<file path="config.mk">
export PLATFORM = sky130hd
export DESIGN_NAME = lfsr_share_ctrl
export DESIGN_NICKNAME = d
export VERILOG_FILES = /design/src/rtl/lfsr_pkg.sv /design/src/rtl/lfsr_share_ctrl_rr_arbiter.sv /design/src/rtl/lfsr_share_ctrl.sv
export SDC_FILE = /design/constraint.sdc
export NUM_CORES = 1
export LEC_CHECK = 0
export ABC_AREA = 1
export CAP_MARGIN = 25
export CORE_ASPECT_RATIO = 1.2
export CORE_UTILIZATION = 38
export CTS_CLUSTER_DIAMETER = 150
export DETAILED_ROUTE_END_ITERATION = 10
export SYNTH_ARGS = -nofsm -noshare
export SYNTH_HDL_FRONTEND = slang
export SYNTH_SLANG_ARGS = --single-unit
</file>
<file path="constraint.sdc">
create_clock -name clk -period 4.2 [get_ports clk]
set_clock_uncertainty 0.2 [all_clocks]
set_input_delay 0.84 -clock clk [delete_from_list [all_inputs] [get_ports clk]]
set_output_delay 0.84 -clock clk [all_outputs]
set_load 0.005 [all_outputs]
</file>
<file path="src/rtl/lfsr_pkg.sv">
// ============================================================================
// Module   : lfsr_pkg
// Brief    : Sequencer state encoding and default LFSR core geometry shared by
//            the share controller, the LFSR core and its reference model.
// Revision : 1.0 - initial release
// ============================================================================
`default_nettype none

package lfsr_pkg;

    typedef enum logic [1:0] {
        SEED    = 2'd0,
        IDLE    = 2'd1,
        STEP    = 2'd2,
        DELIVER = 2'd3
    } lfsr_state_t;

    localparam int          c_lfsr_nbits = 8;
    // x^8 + x^6 + x^5 + x^4 + 1, maximal length for 8 bits
    localparam logic [7:0]  c_lfsr_taps  = 8'hB8;

endpackage : lfsr_pkg

`default_nettype wire

</file>
<file path="src/rtl/lfsr_share_ctrl_rr_arbiter.sv">
// ============================================================================
// Module   : rr_arbiter
// Brief    : Combinational round-robin pick: first eligible requester found
//            scanning upward from last_grant+1, wrapping modulo NREQ.
// Revision : 1.0 - initial release
// ============================================================================
`default_nettype none

module rr_arbiter #(
    parameter int NREQ = 4,
    parameter int IW   = (NREQ > 1) ? $clog2(NREQ) : 1
) (
    input  logic [NREQ-1:0] req,
    input  logic [NREQ-1:0] mask,
    input  logic [IW-1:0]   last_grant,
    output logic            valid,
    output logic [IW-1:0]   grant_idx
);

    logic [NREQ-1:0] w_eligible;
    int              w_cand;

    assign w_eligible = req & ~mask;

    // NREQ need not be a power of two, so the wrap is an explicit compare
    always_comb begin
        valid     = 1'b0;
        grant_idx = '0;
        w_cand    = 0;
        for (int i = 1; i <= NREQ; i++) begin
            w_cand = int'(last_grant) + i;
            if (w_cand >= NREQ) begin
                w_cand = w_cand - NREQ;
            end
            if (!valid && w_eligible[w_cand[IW-1:0]]) begin
                valid     = 1'b1;
                grant_idx = w_cand[IW-1:0];
            end
        end
    end

endmodule : rr_arbiter

`default_nettype wire

</file>
<file path="src/rtl/lfsr_share_ctrl.sv">
// ============================================================================
// Module   : lfsr_share_ctrl
// Brief    : Seeds an external LFSR core and shares it round-robin between
//            NREQ requesters, advancing it STEPS times per delivered draw.
// Revision : 1.0 - initial release
// ============================================================================
`default_nettype none

module lfsr_share_ctrl
    import lfsr_pkg::*;
#(
    parameter int NREQ        = 4,
    parameter int NBITS       = c_lfsr_nbits,
    parameter int STEPS       = 8,
    parameter int SEED_CYCLES = 8
) (
    input  logic             clk,
    input  logic             reset,
    input  logic [NREQ-1:0]  req,
    output logic [NREQ-1:0]  ack,
    output logic [NBITS-1:0] rnd_data,
    input  logic             reseed,
    output logic             busy,
    output logic             lfsr_reset,
    output logic             lfsr_enable,
    input  logic             lfsr_ready,
    input  logic [NBITS-1:0] lfsr_value
);

    localparam int IW = (NREQ > 1) ? $clog2(NREQ) : 1;
    localparam int SW = $clog2(SEED_CYCLES + 1);
    localparam int TW = $clog2(STEPS + 1);

    localparam logic [SW-1:0] c_seed_max  = SW'(SEED_CYCLES);
    localparam logic [TW-1:0] c_step_last = TW'(STEPS - 1);
    localparam logic [IW-1:0] c_last_req  = IW'(NREQ - 1);

    lfsr_state_t    r_state;
    logic [SW-1:0]  r_seed_cnt;
    logic [TW-1:0]  r_step_cnt;
    logic [IW-1:0]  r_grant_idx;
    logic [IW-1:0]  r_last_grant;
    logic           r_reseed_pend;

    logic           w_arb_valid;
    logic [IW-1:0]  w_arb_idx;

    // Current ack masks its owner so a requester lagging one cycle on
    // dropping req is not granted a second draw
    rr_arbiter #(
        .NREQ (NREQ),
        .IW   (IW)
    ) u_arb (
        .req        (req),
        .mask       (ack),
        .last_grant (r_last_grant),
        .valid      (w_arb_valid),
        .grant_idx  (w_arb_idx)
    );

    assign busy       = (r_state != IDLE);
    assign lfsr_reset = (r_state == SEED);

    always_ff @(posedge clk) begin
        if (reset) begin
            r_state       <= SEED;
            r_seed_cnt    <= '0;
            r_step_cnt    <= '0;
            r_grant_idx   <= '0;
            r_last_grant  <= c_last_req;
            r_reseed_pend <= 1'b0;
            ack           <= '0;
            rnd_data      <= '0;
            lfsr_enable   <= 1'b0;
        end else begin
            ack <= '0;
            if (reseed) begin
                r_reseed_pend <= 1'b1;
            end

            case (r_state)
                SEED: begin
                    // A reseed while already seeding just restarts the count
                    r_reseed_pend <= 1'b0;
                    if (reseed) begin
                        r_seed_cnt <= '0;
                    end else begin
                        if (r_seed_cnt != c_seed_max) begin
                            r_seed_cnt <= r_seed_cnt + SW'(1);
                        end
                        if ((r_seed_cnt == c_seed_max) && lfsr_ready) begin
                            r_state <= IDLE;
                        end
                    end
                end

                IDLE: begin
                    if (r_reseed_pend) begin
                        r_state       <= SEED;
                        r_seed_cnt    <= '0;
                        r_reseed_pend <= 1'b0;
                    end else if (w_arb_valid) begin
                        r_grant_idx <= w_arb_idx;
                        r_step_cnt  <= '0;
                        lfsr_enable <= 1'b1;
                        r_state     <= STEP;
                    end
                end

                STEP: begin
                    if (r_step_cnt == c_step_last) begin
                        lfsr_enable <= 1'b0;
                        r_state     <= DELIVER;
                    end else begin
                        r_step_cnt <= r_step_cnt + TW'(1);
                    end
                end

                DELIVER: begin
                    rnd_data     <= lfsr_value;
                    ack          <= NREQ'(1) << r_grant_idx;
                    r_last_grant <= r_grant_idx;
                    r_state      <= IDLE;
                end

                default: begin
                    r_state     <= SEED;
                    r_seed_cnt  <= '0;
                    lfsr_enable <= 1'b0;
                end
            endcase
        end
    end

endmodule : lfsr_share_ctrl

`default_nettype wire

</file>
# [Word-level counts from Yosys, hierarchy flattened]
# Index checks and enable logic that the tools add are counted.
[word_totals] register_bits=28 latch_bits=0 ramBits=0 rom_bits=0 inputBits=16 n_memories=0
[classes] n_addsub=10 mul=0 div_mod_pow=0 order_cmp=8 eq_ne=16 shifts=1 mux=41 n_bitwise=4 n_reduce_logical=16
[ops] op="2-bit two-way mux" count=13
[ops] op="4-bit two-way mux" count=6
[ops] op="4-bit one-hot mux with 2 select lines" count=2
[ops] op="1-bit two-way mux" count=13
[ops] op="2-bit by 3-bit less-than comparator with 1-bit output (second input constant)" count=4
[ops] op="4-bit AND reduction" count=3
[ops] op="2-bit != test (second input constant)" count=5
[ops] op="3-bit >= comparator (second input constant)" count=3
[ops] op="4-bit by 1-bit adder with 4-bit output (second input constant)" count=2
[ops] op="1-bit binary-select mux with 2-bit select" count=4
[ops] op="2-bit one-hot mux with 4 select lines" count=1
[ops] op="2-bit by 1-bit subtractor with 2-bit output (second input constant)" count=4
[ops] op="2-bit by 2-bit adder with 3-bit output (second input constant)" count=2
[ops] op="2-bit by 1-bit != test with 1-bit output (second input constant)" count=3
[ops] op="3-bit by 2-bit != test with 1-bit output (second input constant)" count=2
[ops] op="3-bit AND reduction" count=2
[ops] op="2-bit by 3-bit adder with 4-bit output (second input constant)" count=1
[ops] op="4-bit AND" count=1
[ops] op="2-bit == test (second input constant)" count=2
[ops] op="4-bit by 3-bit == test with 1-bit output (second input constant)" count=1
[ops] op="4-bit == test (second input constant)" count=1
[ops] op="4-bit by 3-bit >= comparator with 1-bit output (second input constant)" count=1
[ops] op="1-bit logical AND" count=4
[ops] op="4-bit != test (second input constant)" count=1
[ops] op="other kinds (10)" count=15

# [Depth between registers and ports, before layout]
[depth] word_depth=18 ltp_mapped=12 mapped_depth_nobuf=12

# [Modules after synthesis]
# From an unflattened synthesis, not the netlist that was laid out.
[hier_totals] cells_unflattened=222 area_unflattened_um2=1584.0
[modules_own_cells] mod="lfsr_share_ctrl" instances=1 cells_each=167 area_each_um2=1267.5 seq_area_each_um2=560.5
[modules_own_cells] mod="rr_arbiter" instances=1 cells_each=55 area_each_um2=316.6 seq_area_each_um2=0.0

# [Worst setup path before layout]
# OpenSTA, ideal clock, no wires.
[synth_timing] kind="input -> register" startpoint="input port req[3]" endpoint="register r_grant_idx[0]" setup_ns=0.114 t_arrival_ns=1.613 required_time_ns=3.886 slack_ns=2.273 path_stages=10 path_cell_list="nand3_1 > nand3_1 > nand2_2 > nand2_4 > nor2_8 > nand2_1 > nand2_2 > nand2_1 > nand2_1 > nor2_1"
[synth_between] elab_chain_len=14 word_cells_on_any_way=24 cone_classes="16 x mux; 1 x bitwise; 7 x reduce/logical"
[synth_rtl] item="start, declared" line="lfsr_share_ctrl.sv:19" rtl="input logic [NREQ-1:0] req,"
[synth_rtl] item="4-bit AND *" line="lfsr_share_ctrl_rr_arbiter.sv:23" rtl="assign w_eligible = req & ~mask;"
[synth_rtl] item="1-bit binary-select mux with 2-bit select" line="lfsr_share_ctrl_rr_arbiter.sv:35" rtl="if (!valid && w_eligible[w_cand[IW-1:0]]) begin"
[synth_rtl] item="1-bit two-way mux (implied by the code)" line="lfsr_share_ctrl_rr_arbiter.sv:35"
[synth_rtl] item="1-bit two-way mux" line="lfsr_share_ctrl_rr_arbiter.sv:35"
[synth_rtl] item="1-bit logical NOT" line="lfsr_share_ctrl_rr_arbiter.sv:35"
[synth_rtl] item="1-bit logical AND" line="lfsr_share_ctrl_rr_arbiter.sv:35"
[synth_rtl] item="1-bit two-way mux" line="lfsr_share_ctrl_rr_arbiter.sv:35"
[synth_rtl] item="1-bit logical NOT" line="lfsr_share_ctrl_rr_arbiter.sv:35"
[synth_rtl] item="1-bit logical AND" line="lfsr_share_ctrl_rr_arbiter.sv:35"
[synth_rtl] item="1-bit two-way mux" line="lfsr_share_ctrl_rr_arbiter.sv:35"
[synth_rtl] item="1-bit logical NOT" line="lfsr_share_ctrl_rr_arbiter.sv:35"
[synth_rtl] item="1-bit logical AND" line="lfsr_share_ctrl_rr_arbiter.sv:35"
[synth_rtl] item="1-bit two-way mux" line="lfsr_share_ctrl_rr_arbiter.sv:35"
[synth_rtl] item="3-bit AND reduction (no line)"
[synth_rtl] item="end signal, assigned" line="lfsr_share_ctrl.sv:103" rtl="r_grant_idx <= w_arb_idx;"
[synth_rtl] item="end, declared" line="lfsr_share_ctrl.sv:41" rtl="logic [IW-1:0] r_grant_idx;"
# Mark *: on every way between the ends. The rest lies on a longest branch, timed or not. The select of a mux whose other input is x is not followed.
# A chain may end at the register's enable or synchronous reset.

# [Worst setup path in the final report]
[layout_timing] startpoint="register r_state[1]" endpoint="output port busy"
[layout_between] elab_chain_len=1
[layout_rtl] item="start, declared" line="lfsr_share_ctrl.sv:38" rtl="lfsr_state_t r_state;"
[layout_rtl] item="start signal, assigned" line="lfsr_share_ctrl.sv:66" rtl="r_state <= SEED;"
[layout_rtl] item="start signal, assigned" line="lfsr_share_ctrl.sv:92" rtl="r_state <= IDLE;"
[layout_rtl] item="start signal, assigned" line="lfsr_share_ctrl.sv:99" rtl="r_state <= SEED;"
[layout_rtl] item="2-bit by 1-bit != test with 1-bit output" line="lfsr_share_ctrl.sv:61" rtl="assign busy = (r_state != IDLE);"
[layout_rtl] item="end, declared" line="lfsr_share_ctrl.sv:23" rtl="output logic busy,"
# Every way passes these cells.

==> flow_metrics.tcl <==
set metrics [dict create \
    hpwl_um 2520 \
    cts_tree "yes" \
    seqPwrFrac 0.335 \
    cts_buffer_depth 2 \
    p_int_mw 0.637 \
    totalWireLength_um 3160 \
    cts_hold_buffers 0 \
    syn_nets 240 \
    synthCells 217 \
    path_cells "inv_1 > ha_1 > inv_1 > clkdlybuf4s50_1" \
    cts_resized 0 \
    synth-seq-cells 28 \
    design.portCount 31 \
    worst_slack_ns 1.48 \
    critical_path_buf_inv_count 3 \
    nets 273 \
    rsz0062_at_grt "false" \
    tightest_slew_ns 0.652 \
    die-area_um2 4310 \
    clockRootBuffer "clkbuf_8" \
    ys_types 28 \
    grt_util_met3 0.0162 \
    io_buffers 30 \
    antennaDiodeCount 0 \
    syn_area_um2 1540 \
    grt_pass1_vias 1346 \
    wl_per_cell_um 10.5 \
    clock_power_share 0.203 \
    grt.overflow.total 0 \
    cpMostUsedCell "inv_1" \
    crit_fanout 4 \
    gp_congestion 0.787 \
    synth_top_area_cell "dfxtp_1" \
    netSwitchingFraction 0.394 \
    final_cell_mix "53 x nand2_1, 30 x clkdlybuf4s50_1, 29 x nand3_1" \
    drv_cap 0 \
    initial_utilization 0.410 \
    critPathTopFamily "buffers and inverters" \
    vias 1435 \
    insertion_delay_ns 0.27 \
    drc 0 \
    area_delta_synth_final_pct 27.8 \
    timing.setup.tns_ns 0 \
    critPathArrivalTime_ns 1.68 \
    synth-warning-count 0 \
    finalCritPeriodShare 0.648 \
    postCtsSetupBuffers 0 \
    clock-sinks 28 \
    grt_max_degree 19 \
    status "finished, final reports clean" \
    leakagePower_nw 0.862 \
    grt_pass1_wl_um 5440 \
    die_w_um 60.1 \
    grt-busiest-layer "met2" \
    p_sw_mw 0.414 \
    synth_seq_area_share 0.364 \
    met2_usage 0.311 \
    yosys-top-cells-area "dfxtp_1 36%, nand2_1 13%, nand3_1 9.4%" \
    period_minus_slack_ns 2.72 \
    total_power_mw 1.05 \
    slew_viol_final 0 \
    core_area_um2 3750 \
    slew_headroom 0.564 \
    fillCellCount 391 \
    critPathRequiredTime_ns 3.16 \
    p_comb_frac 0.463 \
    clk_pin_slew_ns 0.10 \
    hold_viol_final 0 \
    viasPerCell 4.77 \
    drt-pass1-iter-count 4 \
    h-tree-depth 1 \
    gr-usage-all-layers 0.163 \
    ant_nets 0 \
    power_density_nw_per_um2 534 \
    gr-usage-met1 0.183 \
    cpMaxStageDelayCell "clkdlybuf4s50_1" \
    synth_top_area_share 0.364 \
    die_h_um 71.7 \
    peakVddDrop_uv 254 \
    syn_area_per_cell_um2 7.09 \
    post_route_cells_drive_above_1_share 0.104 \
    max_freq_mhz 368 \
    crit_type "register to primary output" \
    start_kind "register" \
    final_util 0.524 \
    antenna_found_initial 0 \
    min_path_type "register to register" \
    slowest_delay_ns 0.52 \
    drt_iter0_markers 59 \
    setup_viol 0 \
    numCtsBuffers 3 \
    mostFrequentLayoutCell "nand2_1" \
    rows 24 \
    dp_slack_ns 1.53 \
    cp-end-kind "primary output" \
]
==> worst reg2reg max path, stage by stage (launching register included) <==
cell and delay [ns]:
dfxtp_1 0.39, inv_1 0.09, ha_1 0.25, nand2_1 0.13, a21boi_1 0.16, inv_1 0.06
nand2_1 0.14, inv_1 0.09, nand4_1 0.10, xor2_1 0.15, nor2_1 0.05
==> path summary, 6_finish.rpt <==
check,slack [ns],from,cells past startpoint,to
max,1.48,r_state[1],4,busy
min,0.25,rnd_data[6],2,rnd_data[6]
max reg2reg,2.27,r_state[1],10,r_seed_cnt[3]
min reg2reg,0.25,rnd_data[6],2,rnd_data[6]
==> Yosys cell counts <==
cell,instances
a211oi_1,1
a21boi_1,1
a21oi_1,15
buf_2,1
clkbuf_1,1
clkinv_1,2
dfxtp_1,28
ha_1,7
inv_1,21
inv_2,1
inv_4,1
nand2_1,53
nand2_2,7
nand2_4,2
nand3_1,29
nand3_2,6
nand3_4,1
nand3b_1,1
nand4_1,2
nor2_1,21
nor2_2,1
nor2_8,1
nor3_1,4
o21a_1,1
o21ai_0,4
o21ai_1,1
or2_2,2
xor2_1,2
==> layer usage <==
layer / vias up / routed length (um)
li1: 767 / -
met1: 642 / 1460
met2: 21 / 1610
met3: 5 / 59
met4: 0 / 36
met5: - / 0
==> state kept, by name, summed over array words and instances, names as in the netlist, 2 cells and up <==
| signal | flops |
|---|---|
| r_seed_cnt | 4 |
| rnd_data | 8 |
| r_state | 2 |
| ack | 4 |
| r_grant_idx | 2 |
| r_step_cnt | 4 |
| r_last_grant | 2 |
==> layout make-up <==
cell class / instances / area, um^2 / share of cell area
Multi-Input combinational cell: 162 / 873 / 0.444
Clock inverter: 1 / 30.0 / 0.0153
Sequential cell: 28 / 561 / 0.285
Clock buffer: 3 / 41.3 / 0.0210
Tap cell: 52 / 65.1 / 0.0331
Inverter: 25 / 96.3 / 0.0490
Timing Repair Buffer: 30 / 300 / 0.153
==> power groups by stage <==
stage               combinational (mW)  sequential [mW]  clock, mW
floorplan                        0.360            0.349          0
global placement                 0.493            0.358          0
detailed placement               0.490            0.357          0
CTS                              0.493            0.352      0.219
global route                     0.567            0.360      0.229
finish                           0.486            0.352      0.213
==> cells by family after synthesis <==
| group | after synthesis | share of synthesized area |
|---|---|---|
| xor+xnor | 2 | 0.0114 |
| fa+ha+maj | 7 | 0.0569 |
| simple gates | 130 | 0.420 |
| compound gates | 23 | 0.0797 |
| flops | 28 | 0.364 |
| buf+inv | 27 | 0.0683 |
==> per-stage QoR <==
step	cells	hold slack (ns)	instance area (um^2)
6_report	301	0.248	1970
3_3_place_gp	297	0.228	1900
5_1_grt	301	0.273	1970
3_5_place_dp	297	0.232	1900
4_1_cts	301	0.253	1970
2_1_floorplan	217	0.243	1540
Note: power is estimated with default switching activity, not from simulation.
